==> config.mk <==
export PLATFORM = sky130hd
export DESIGN_NAME = nco_cmd_regfile_flat
export DESIGN_NICKNAME = d
export VERILOG_FILES = /design/src/rtl/nco_pkg.sv /design/src/rtl/nco_cmd_regfile_if.sv /design/src/rtl/nco_shift_word.sv /design/src/rtl/nco_cmd_regfile.sv /design/src/flat_wrapper.sv
export SDC_FILE = /design/constraint.sdc
export NUM_CORES = 1
export LEC_CHECK = 0
export CORE_UTILIZATION = 35
export DETAILED_ROUTE_END_ITERATION = 8
export PLACE_DENSITY_LB_ADDON = 0.08
export SLEW_MARGIN = 30
export SYNTH_ARGS = -nofsm -noshare
export SYNTH_HDL_FRONTEND = slang
export SYNTH_SLANG_ARGS = --single-unit
==> constraint.sdc <==
create_clock -name clk -period 6.65 [get_ports clk]
set_input_delay 1.6625 -clock clk [delete_from_list [all_inputs] [get_ports clk]]
set_output_delay 1.6625 -clock clk [all_outputs]
set_load 0.005 [all_outputs]
==> src/rtl/nco_pkg.sv <==
// Shared definitions for the NCO command path: wave codes, control-byte layout,
// status codes and the command decoder state encoding.
package nco_pkg;

  localparam int unsigned BYTE_W = 8;

  localparam logic [1:0] WAVE_SINE   = 2'b00;
  localparam logic [1:0] WAVE_SQUARE = 2'b01;
  localparam logic [1:0] WAVE_TRI    = 2'b10;
  localparam logic [1:0] WAVE_SAW    = 2'b11;

  localparam int unsigned CTRL_EN      = 0;
  localparam int unsigned CTRL_WAVE_LO = 1;
  localparam int unsigned CTRL_WAVE_HI = 2;
  localparam int unsigned CTRL_FREQ    = 4;
  localparam int unsigned CTRL_DUTY    = 5;

  typedef enum logic [1:0] {
    ERR_OK      = 2'b00,
    ERR_TRUNC   = 2'b01,
    ERR_OVERRUN = 2'b10,
    ERR_ACK     = 2'b11
  } err_e;

  typedef enum logic [2:0] {
    ST_IDLE = 3'd0,
    ST_CTRL = 3'd1,
    ST_FREQ = 3'd2,
    ST_DUTY = 3'd3,
    ST_DONE = 3'd4,
    ST_DROP = 3'd5
  } state_e;

  // Decoded control byte; reserved bits are not kept.
  typedef struct packed {
    logic       duty;
    logic       freq;
    logic [1:0] wave;
    logic       enable;
  } ctrl_t;

endpackage

==> src/rtl/nco_cmd_regfile_if.sv <==
// Received-byte and bus-event strobes from the I2C slave into the command decoder.
interface nco_cmd_regfile_if;
  logic       rx_valid;
  logic [7:0] rx_data;
  logic       bus_start;
  logic       bus_stop;
  logic       ack_error;

  modport master (output rx_valid, rx_data, bus_start, bus_stop, ack_error);
  modport slave  (input  rx_valid, rx_data, bus_start, bus_stop, ack_error);
endinterface

==> src/rtl/nco_shift_word.sv <==
// Byte-wise MSB-first shift register with a byte counter; full_c flags that the
// word is completely loaded as of the next clock edge.
module nco_shift_word
  import nco_pkg::*;
#(
  parameter int unsigned W = 64
) (
  input  logic              clk,
  input  logic              rst_n,
  input  logic              clr,
  input  logic              shift_en,
  input  logic [BYTE_W-1:0] din,
  output logic [W-1:0]      word_c,
  output logic              full_c
);

  localparam int unsigned NB    = W / BYTE_W;
  localparam int unsigned CNT_W = $clog2(NB + 1);

  logic [W-1:0]     word_q;
  logic [CNT_W-1:0] cnt_q;
  logic [CNT_W-1:0] cnt_nxt;

  // Next word/count; shifting stops once all NB bytes are in, so the count never wraps.
  always_comb begin
    cnt_nxt = cnt_q;
    word_c  = word_q;
    if (clr) begin
      cnt_nxt = '0;
      word_c  = '0;
    end else if (shift_en && (cnt_q != CNT_W'(NB))) begin
      cnt_nxt = cnt_q + CNT_W'(1);
      word_c  = W'({word_q, din});
    end
  end

  assign full_c = (cnt_nxt == CNT_W'(NB));

  always_ff @(posedge clk or negedge rst_n) begin
    if (!rst_n) begin
      cnt_q  <= '0;
      word_q <= '0;
    end else begin
      cnt_q  <= cnt_nxt;
      word_q <= word_c;
    end
  end

endmodule

==> src/rtl/nco_cmd_regfile.sv <==
// Decodes I2C write transactions into shadow registers and commits them to the
// NCO atomically, one clock after a clean STOP.
module nco_cmd_regfile
  import nco_pkg::*;
#(
  parameter int unsigned       FREQ_W   = 64,
  parameter int unsigned       DUTY_W   = 16,
  parameter logic [DUTY_W-1:0] DUTY_RST = DUTY_W'(16'h8000)
) (
  input  logic                clk,
  input  logic                rst_n,
  nco_cmd_regfile_if.slave    rx,
  output logic                nco_enable,
  output logic [1:0]          wave,
  output logic [FREQ_W-1:0]   frequency,
  output logic [DUTY_W-1:0]   duty_cycle,
  output logic                update,
  output logic [1:0]          cmd_err
);

  state_e state_q;
  state_e state_mid;
  state_e state_nxt;

  ctrl_t ctrl_q;
  ctrl_t ctrl_rx_c;
  ctrl_t ctrl_nxt_c;

  logic              ev_ack;
  logic              ev_byte;
  logic              ev_stop;
  logic              ctrl_load;
  logic              freq_shift;
  logic              duty_shift;
  logic [FREQ_W-1:0] freq_word_c;
  logic [DUTY_W-1:0] duty_word_c;
  logic              freq_full_c;
  logic              duty_full_c;

  logic              commit_c;
  logic              freq_wr_c;
  logic              duty_wr_c;
  logic              err_wr_c;
  err_e              err_code_c;

  // START overrides everything; an ack fault overrides the byte in the same cycle.
  assign ev_ack  = !rx.bus_start && rx.ack_error;
  assign ev_byte = !rx.bus_start && !rx.ack_error && rx.rx_valid;
  assign ev_stop = !rx.bus_start && rx.bus_stop;

  assign ctrl_load  = ev_byte && (state_q == ST_CTRL);
  assign freq_shift = ev_byte && (state_q == ST_FREQ);
  assign duty_shift = ev_byte && (state_q == ST_DUTY);

  always_comb begin
    ctrl_rx_c.enable = rx.rx_data[CTRL_EN];
    ctrl_rx_c.wave   = rx.rx_data[CTRL_WAVE_HI:CTRL_WAVE_LO];
    ctrl_rx_c.freq   = rx.rx_data[CTRL_FREQ];
    ctrl_rx_c.duty   = rx.rx_data[CTRL_DUTY];
  end

  assign ctrl_nxt_c = ctrl_load ? ctrl_rx_c : ctrl_q;

  nco_shift_word #(.W(FREQ_W)) u_freq (
    .clk      (clk),
    .rst_n    (rst_n),
    .clr      (rx.bus_start),
    .shift_en (freq_shift),
    .din      (rx.rx_data),
    .word_c   (freq_word_c),
    .full_c   (freq_full_c)
  );

  nco_shift_word #(.W(DUTY_W)) u_duty (
    .clk      (clk),
    .rst_n    (rst_n),
    .clr      (rx.bus_start),
    .shift_en (duty_shift),
    .din      (rx.rx_data),
    .word_c   (duty_word_c),
    .full_c   (duty_full_c)
  );

  always_ff @(posedge clk or negedge rst_n) begin
    if (!rst_n) begin
      state_q <= ST_IDLE;
    end else begin
      state_q <= state_nxt;
    end
  end

  // state_mid is the state after the byte/fault of this cycle; STOP is judged on it.
  always_comb begin
    state_mid = state_q;
    state_nxt = state_q;
    if (ev_ack) begin
      state_mid = ST_DROP;
    end else if (ev_byte) begin
      case (state_q)
        ST_CTRL: state_mid = ctrl_rx_c.freq ? ST_FREQ :
                             (ctrl_rx_c.duty ? ST_DUTY : ST_DONE);
        ST_FREQ: if (freq_full_c) state_mid = ctrl_q.duty ? ST_DUTY : ST_DONE;
        ST_DUTY: if (duty_full_c) state_mid = ST_DONE;
        ST_DONE: state_mid = ST_DROP;
        default: state_mid = state_q;
      endcase
    end
    state_nxt = state_mid;
    if (rx.bus_start) begin
      state_nxt = ST_CTRL;
    end else if (rx.bus_stop) begin
      state_nxt = ST_IDLE;
    end
  end

  always_comb begin
    commit_c   = ev_stop && (state_mid == ST_DONE);
    freq_wr_c  = commit_c && ctrl_nxt_c.freq && freq_full_c;
    duty_wr_c  = commit_c && ctrl_nxt_c.duty && duty_full_c;
    err_wr_c   = 1'b0;
    err_code_c = ERR_OK;
    if (ev_ack) begin
      err_wr_c   = 1'b1;
      err_code_c = ERR_ACK;
    end else if (ev_byte && (state_q == ST_DONE)) begin
      err_wr_c   = 1'b1;
      err_code_c = ERR_OVERRUN;
    end else if (ev_stop && ((state_mid == ST_CTRL) || (state_mid == ST_FREQ) ||
                             (state_mid == ST_DUTY))) begin
      err_wr_c   = 1'b1;
      err_code_c = ERR_TRUNC;
    end else if (commit_c) begin
      err_wr_c   = 1'b1;
      err_code_c = ERR_OK;
    end
  end

  always_ff @(posedge clk or negedge rst_n) begin
    if (!rst_n) begin
      ctrl_q <= '0;
    end else if (rx.bus_start) begin
      ctrl_q <= '0;
    end else if (ctrl_load) begin
      ctrl_q <= ctrl_rx_c;
    end
  end

  // Committed register bank; every field of a commit lands on the same edge.
  always_ff @(posedge clk or negedge rst_n) begin
    if (!rst_n) begin
      nco_enable <= 1'b0;
      wave       <= WAVE_SINE;
      frequency  <= '0;
      duty_cycle <= DUTY_RST;
      update     <= 1'b0;
      cmd_err    <= ERR_OK;
    end else begin
      update <= commit_c;
      if (commit_c) begin
        nco_enable <= ctrl_nxt_c.enable;
        wave       <= ctrl_nxt_c.wave;
      end
      if (freq_wr_c) frequency  <= freq_word_c;
      if (duty_wr_c) duty_cycle <= duty_word_c;
      if (err_wr_c)  cmd_err    <= err_code_c;
    end
  end

endmodule

==> src/flat_wrapper.sv <==
// flat-port wrapper written by rule: the top's interface ports become plain ports
module nco_cmd_regfile_flat import nco_pkg::*;
#(
  parameter int unsigned       FREQ_W   = 64,
  parameter int unsigned       DUTY_W   = 16,
  parameter logic [DUTY_W-1:0] DUTY_RST = DUTY_W'(16'h8000)
)
  (clk, rst_n, nco_enable, wave, frequency, duty_cycle, update, cmd_err, rx_rx_valid, rx_rx_data, rx_bus_start, rx_bus_stop, rx_ack_error);
  nco_cmd_regfile_if rx_i ();
  input  logic clk;
  input  logic rst_n;
  output logic nco_enable;
  output logic [1:0] wave;
  output logic [FREQ_W-1:0] frequency;
  output logic [DUTY_W-1:0] duty_cycle;
  output logic update;
  output logic [1:0] cmd_err;
  input wire logic [$bits(rx_i.rx_valid)-1:0] rx_rx_valid;
  input wire logic [$bits(rx_i.rx_data)-1:0] rx_rx_data;
  input wire logic [$bits(rx_i.bus_start)-1:0] rx_bus_start;
  input wire logic [$bits(rx_i.bus_stop)-1:0] rx_bus_stop;
  input wire logic [$bits(rx_i.ack_error)-1:0] rx_ack_error;
  assign rx_i.rx_valid = rx_rx_valid;
  assign rx_i.rx_data = rx_rx_data;
  assign rx_i.bus_start = rx_bus_start;
  assign rx_i.bus_stop = rx_bus_stop;
  assign rx_i.ack_error = rx_ack_error;
  nco_cmd_regfile #(.FREQ_W(FREQ_W), .DUTY_W(DUTY_W), .DUTY_RST(DUTY_RST)) u_core (.clk(clk), .rst_n(rst_n), .rx(rx_i), .nco_enable(nco_enable), .wave(wave), .frequency(frequency), .duty_cycle(duty_cycle), .update(update), .cmd_err(cmd_err));
endmodule
-- Yosys cells after proc, flatten, opt, wreduce, memory -nomap -nowiden
Index checks and enable logic that the tools add are counted.
- output and inout bits: 86
- bits in latches: 0
- flip-flop bits (word level): 180
- RAM bits: 0
- memory bits (read-only): 0
- input bits: 14
- memories: 0
- bitwise logic cells: 0
- order comparisons: 0
- mux-type cells: 27
- add/subtract/negate cells: 2
- reduce and logical (&&, ||, !) cells: 20
- shift-type cells: 0
- eq/ne operators: 12
- $mul: 0
- div/mod/pow operators: 0
- operators with widths (operator ; count):
    2-to-1 mux 64 bit ; 2
    2-to-1 mux 16 bit ; 2
    2-to-1 mux 3 bit ; 9
    logical AND 1 bit ; 16
    equality test 3 x 2 -> 1 bit (second input constant) ; 4
    one-hot mux 3 bit (4 select lines) ; 1
    2-to-1 mux 5 bit ; 2
    2-to-1 mux 2 bit ; 4
    2-to-1 mux 4 bit ; 2
    equality test 3 x 1 -> 1 bit (second input constant) ; 2
    equality test 3 bit (second input constant) ; 2
    2-to-1 mux 1 bit ; 5
    adder 4 x 1 -> 4 bit (second input constant) ; 1
    equality test 4 bit (second input constant) ; 1
    != test 4 bit (second input constant) ; 1
    adder 2 x 1 -> 2 bit (second input constant) ; 1
    equality test 2 bit (second input constant) ; 1
    zero test 1 bit ; 2
    logical OR 1 bit ; 2
    != test 2 bit (second input constant) ; 1

-- Logic depth before layout (Yosys ltp)
- depth after elaboration: 19
- mapped depth: 11
- depth with buffers taken out: 9

-- Hierarchy
From an unflattened synthesis, not the netlist that was laid out.
- cells, all modules: 667
- area, all modules: 7701.1 µm²
- by module, submodules not included (module ; times used ; cells each ; area each (µm²)):
    nco_cmd_regfile ; 1 ; 262 ; 3928.8
    nco_shift_word at u_core.u_freq ; 1 ; 321 ; 2992.9
    nco_shift_word at u_core.u_duty ; 1 ; 84 ; 779.5

-- Least setup slack after synthesis
No wires, ideal clock.
- path type: input -> register
- start point: input port rx_bus_start
- end point: register u_core.frequency[14]
- setup slack: 2355 ps
- library setup time: 125 ps
- data required time: 6525 ps
- arrival time: 4171 ps
- cell stages on the path: 8
- path buffers: 1
- path through: nor3b_1 > nand3_1 > a211o_1 > o221a_1 > or4_1 > nor3_4 > buf_2 > mux2_2
- cells in the longest elaborated chain, start to end: 16
- elaborated cells on any way between the ends: 28
- those cells by class: 3 x eq/ne; 12 x mux; 13 x reduce/logical
- ends and longest elaborated chain (element ; RTL line ; text):
    start, declared ; flat_wrapper.sv:20 ; input wire logic [$bits(rx_i.bus_start)-1:0] rx_bus_start;
    zero test 1 bit ; nco_cmd_regfile.sv:47, nco_cmd_regfile.sv:48, nco_cmd_regfile.sv:49 ;
    logical AND 1 bit (2 in a row) ; nco_cmd_regfile.sv:48 ; assign ev_byte = !rx.bus_start && !rx.ack_error && rx.rx_valid;
    logical AND 1 bit (on tied branches) ; nco_cmd_regfile.sv:52, nco_cmd_regfile.sv:53 ;
    logical AND 1 bit ; nco_shift_word.sv:31 ; end else if (shift_en && (cnt_q != CNT_W'(NB))) begin
    2-to-1 mux 4 bit / 2-to-1 mux 2 bit (equally long branches) ; nco_shift_word.sv:31 ;
    2-to-1 mux 4 bit / 2-to-1 mux 2 bit (equally long branches) ; nco_shift_word.sv:28 ; if (clr) begin
    equality test 4 bit / equality test 2 bit (equally long branches) ; nco_shift_word.sv:37 ; assign full_c = (cnt_nxt == CNT_W'(NB));
    2-to-1 mux 3 bit (on tied branches) ; nco_cmd_regfile.sv:102, nco_cmd_regfile.sv:103 ;
    one-hot mux 3 bit (4 select lines) ; nco_cmd_regfile.sv:99 ; case (state_q)
    2-to-1 mux 3 bit ; nco_cmd_regfile.sv:98 ; end else if (ev_byte) begin
    2-to-1 mux 3 bit ; nco_cmd_regfile.sv:96 ; if (ev_ack) begin
    equality test 3 bit ; nco_cmd_regfile.sv:117 ; commit_c = ev_stop && (state_mid == ST_DONE);
    logical AND 1 bit ; nco_cmd_regfile.sv:117 ;
    logical AND 1 bit (2 in a row) ; nco_cmd_regfile.sv:118 ; freq_wr_c = commit_c && ctrl_nxt_c.freq && freq_full_c;
    end signal, assigned ; nco_cmd_regfile.sv:163 ; if (freq_wr_c) frequency <= freq_word_c;
    end, declared ; nco_cmd_regfile.sv:15 ; output logic [FREQ_W-1:0] frequency,
Parallel ways exist; a longest one is shown, timed or not.
A chain may end at the register's enable or synchronous reset.

-- Worst setup path in the final report
- start point: input port rx_ack_error
- end point: register u_core.duty_cycle[11]
- cells in the longest elaborated chain, start to end: 16
- elaborated cells on any way between the ends: 27
- those cells by class: 3 x eq/ne; 12 x mux; 12 x reduce/logical
- ends and longest elaborated chain (element ; RTL line ; text):
    start, declared ; flat_wrapper.sv:22 ; input wire logic [$bits(rx_i.ack_error)-1:0] rx_ack_error;
    zero test 1 bit ; nco_cmd_regfile.sv:48 ;
    logical AND 1 bit (2 in a row) ; nco_cmd_regfile.sv:48 ;
    logical AND 1 bit (on tied branches) ; nco_cmd_regfile.sv:52, nco_cmd_regfile.sv:53 ;
    logical AND 1 bit ; nco_shift_word.sv:31 ;
    2-to-1 mux 4 bit / 2-to-1 mux 2 bit (equally long branches) ; nco_shift_word.sv:31 ;
    2-to-1 mux 4 bit / 2-to-1 mux 2 bit (equally long branches) ; nco_shift_word.sv:28 ;
    equality test 4 bit / equality test 2 bit (equally long branches) ; nco_shift_word.sv:37 ;
    2-to-1 mux 3 bit (on tied branches) ; nco_cmd_regfile.sv:102, nco_cmd_regfile.sv:103 ;
    one-hot mux 3 bit (4 select lines) ; nco_cmd_regfile.sv:99 ;
    2-to-1 mux 3 bit ; nco_cmd_regfile.sv:98 ;
    2-to-1 mux 3 bit ; nco_cmd_regfile.sv:96 ;
    equality test 3 bit ; nco_cmd_regfile.sv:117 ;
    logical AND 1 bit ; nco_cmd_regfile.sv:117 ;
    logical AND 1 bit (2 in a row) ; nco_cmd_regfile.sv:119 ; duty_wr_c = commit_c && ctrl_nxt_c.duty && duty_full_c;
    end signal, assigned ; nco_cmd_regfile.sv:164 ; if (duty_wr_c) duty_cycle <= duty_word_c;
    end, declared ; nco_cmd_regfile.sv:16 ; output logic [DUTY_W-1:0] duty_cycle,
Parallel ways exist; a longest one is shown, timed or not.

==> results.cfg <==
[outcome]
status = finished clean

[sta]
rsz0062_at_grt = no
period_minus_slack_ns = 4.985
fin_skew_ns = 0.009938
tns_ns = 0
setup_viol = 0
finalMaxSlewViolations = 0
finalCritPeriodShare = 0.7497
max_freq_mhz = 200.6
hold_violations = 0
tightestPinTransition_ns = 0.7818
slew_headroom = 0.4788
fin_ws_ns = 1.665

[die]
die_width_microns = 146.2
die-area_sq_um = 21380
start_util = 0.3585
io_pins = 100
core-area_sq_um = 20300
die_h_microns = 146.2
row_count = 52

[synth]
synth_cells = 644
ys_seq_area_frac = 0.6190
yosysWarnings = 0
yosysTopAreaCell = dfrtp_1
synth_seq_cells = 180
syn_area_sq_um = 7278
synth_top_area_share = 0.6154
synth_nets = 661
synth_cell_types = 43
syn_area_per_cell_sq_um = 11.30
synth_edf_count = 0
async_flop_share = 1.000
synthTopCellsByArea = dfrtp_1 62%, nand2_1 8.4%, mux2_2 8.4%
synth_ff_type = dfrtp_1

[place]
hpwl_microns = 10330
portBuffers = 99
post-place-ws_ns = 1.188
place_congestion = 0.8047
placement.cell_area_sq_um = 8524

[critical_path]
worstSetupStartpointType = input port
cp.required_ns = 6.95
r2r_end = u_core.duty_cycle[11]
reg2reg_slack_ns = 2.78
path_class = in -> reg
path_max_fanout = 18
end_kind = register
ff2ff_path_depth = 9
r2r_start = u_core.u_duty.cnt_q[0]
worst_ep_arrival_time_ns = 5.29

[global_routing]
track_usage = 0.1663
antenna_found_initial = 0
first_global_vias = 5163
grt_max_degree = 128
grt_overflow = 0
grt_pass1_wl_microns = 27890

[clock_network]
clock_latency_ns = 0.43
clock_sinks = 180
ctsResizeCount = 0
path_clk_slew_ns = 0.06
cts.path.max_buffers = 2
hold_buffers = 0
root_buffer = clkbuf_16
numCtsBuffers = 17
cts_tree = built
htreeDepth = 4
post_cts_buffers = 0

[route]
drtAntennaViolNets = 0
drc = 0
wire_per_inst_microns = 16.32
drt-initial-drc-count = 190
first_pass_iters = 4
finalWirelength_microns = 16540
via_count = 4906
viasPerCell = 4.843

[finish]
fillCellCount = 1931
layout_commonest_cell = dfrtp_1
final_cell_mix = 179 x dfrtp_1, 163 x nand2_1, 97 x clkdlybuf4s50_1
drive_above_1_share = 0.1346
area_delta_synth_final_pct = 25.41
final_cell_area_sq_um = 9128
diodes = 0
layout.nets = 747

[power_and_ir_drop]
swShare = 0.2280
vdd_drop_max_mv = 0.1697
p_leak_uw = 0.004050
p_clk_frac = 0.460
power_frac_comb = 0.041
switching_power_uw = 508.7
powerDensity_nw_per_um2 = 244.5
p_int_uw = 1723
pwr-share-seq = 0.499

[hold_path]
min_to = u_core.frequency[61]
hp-start = u_core.frequency[61]
whs_path_depth = 1
hp-class = reg -> reg

[run]
maxCapViolations = 0
==> cells by family after synthesis <==
logic type               after synthesis  share of synthesized area
AO/OA/AOI/OAI                        103                    0.07684
XOR/XNOR                               4                   0.004814
adder cells (fa/ha/maj)                3                   0.005158
buffers and inverters                 48                    0.02699
flip-flops                           180                     0.6190
multiplexers                          91                     0.1389
AND/OR/NAND/NOR                      215                     0.1282
==> layer usage <==
layer  vias up  share of wire  global-route usage
li1       2344              -                   -
met1      2455           0.49              0.2305
met2        93           0.47              0.2579
met3        14          0.036             0.03938
met4         0          0.011             0.05208
met5         -              0                   0
==> critical path, stage by stage <==
cell and delay (ns):
clkdlybuf4s50_1 0.51, nor4b_2 0.47, nand2_1 0.48, nor2_1 0.21, a21oi_1 0.07, or4b_2 0.66
or4_1 0.78, mux2_1 0.45
==> power by group through the flow <==
stage	combinational (uW)	clock (uW)	sequential, uW
6_report	91.5	1030	1110
5_1_grt	103	1100	1120
4_1_cts	94.8	1050	1120
3_5_place_dp	94.5	0	1140
3_3_place_gp	93.5	0	1140
2_1_floorplan	32.8	0	1130
==> layout make-up <==
type / instances / area, sq um / share of cell area
flip-flops and latches: 180 / 4506 / 0.4936
multi-input cells: 416 / 2582 / 0.2829
repair buffers: 105 / 1061 / 0.1162
clock buffers: 20 / 456.7 / 0.05003
well taps: 270 / 337.8 / 0.03701
clock inverters: 12 / 146.4 / 0.01604
inverters: 10 / 37.54 / 0.004112
==> per-stage QoR <==
step	util	power [uW]	hold slack, ns	instances
after floorplan	-	1164	0.4770	644
after global placement	0.4194	1229	0.4702	981
after detailed placement	0.4199	1231	0.4777	981
after CTS	0.4496	2261	0.4948	1013
after global routing	0.4496	2319	0.5129	1013
final	0.4496	2231	0.4907	1013
==> worst max path at each step <==
stage / from / cells after the start / slack, ns / to
2_1_floorplan: rx_bus_start / 8 / 2.35 / u_core.frequency[14]
3_3_place_gp: rx_ack_error / 7 / 1.31 / u_core.duty_cycle[7]
3_5_place_dp: rx_ack_error / 7 / 1.19 / u_core.duty_cycle[14]
4_1_cts: rx_ack_error / 7 / 1.63 / u_core.duty_cycle[11]
5_1_grt: rx_ack_error / 7 / 1.41 / u_core.duty_cycle[11]
6_report: rx_ack_error / 8 / 1.66 / u_core.duty_cycle[11]
==> cell usage after synthesis, types with 2 or more instances <==
library cell	n
nor3_1	5
clkbuf_1	26
nor2_1	15
o21ai_0	3
a211o_1	2
nand3_1	4
mux2_2	54
and3_1	2
mux2i_1	11
buf_2	7
dfrtp_1	179
buf_1	4
nor3b_1	6
nand2_1	163
or4_1	2
and2_1	2
o21a_1	2
nand2b_1	5
ha_1	3
nor2b_1	3
mux2_1	26
a31oi_1	3
inv_1	10
xnor2_1	3
a21oi_1	86
==> registers in the layout, summed over array words and instances (netlist names), 2 cells and up <==
| name | count |
|---|---|
| u_core.frequency | 64 |
| u_core.u_freq.word_q | 64 |
| u_core.duty_cycle | 16 |
| u_core.u_duty.word_q | 16 |
| u_core.ctrl_q | 5 |
| u_core.u_freq.cnt_q | 4 |
| u_core.state_q | 3 |
| u_core.cmd_err | 2 |
| u_core.u_duty.cnt_q | 2 |
| u_core.wave | 2 |
(Power assumes the default switching activity.)
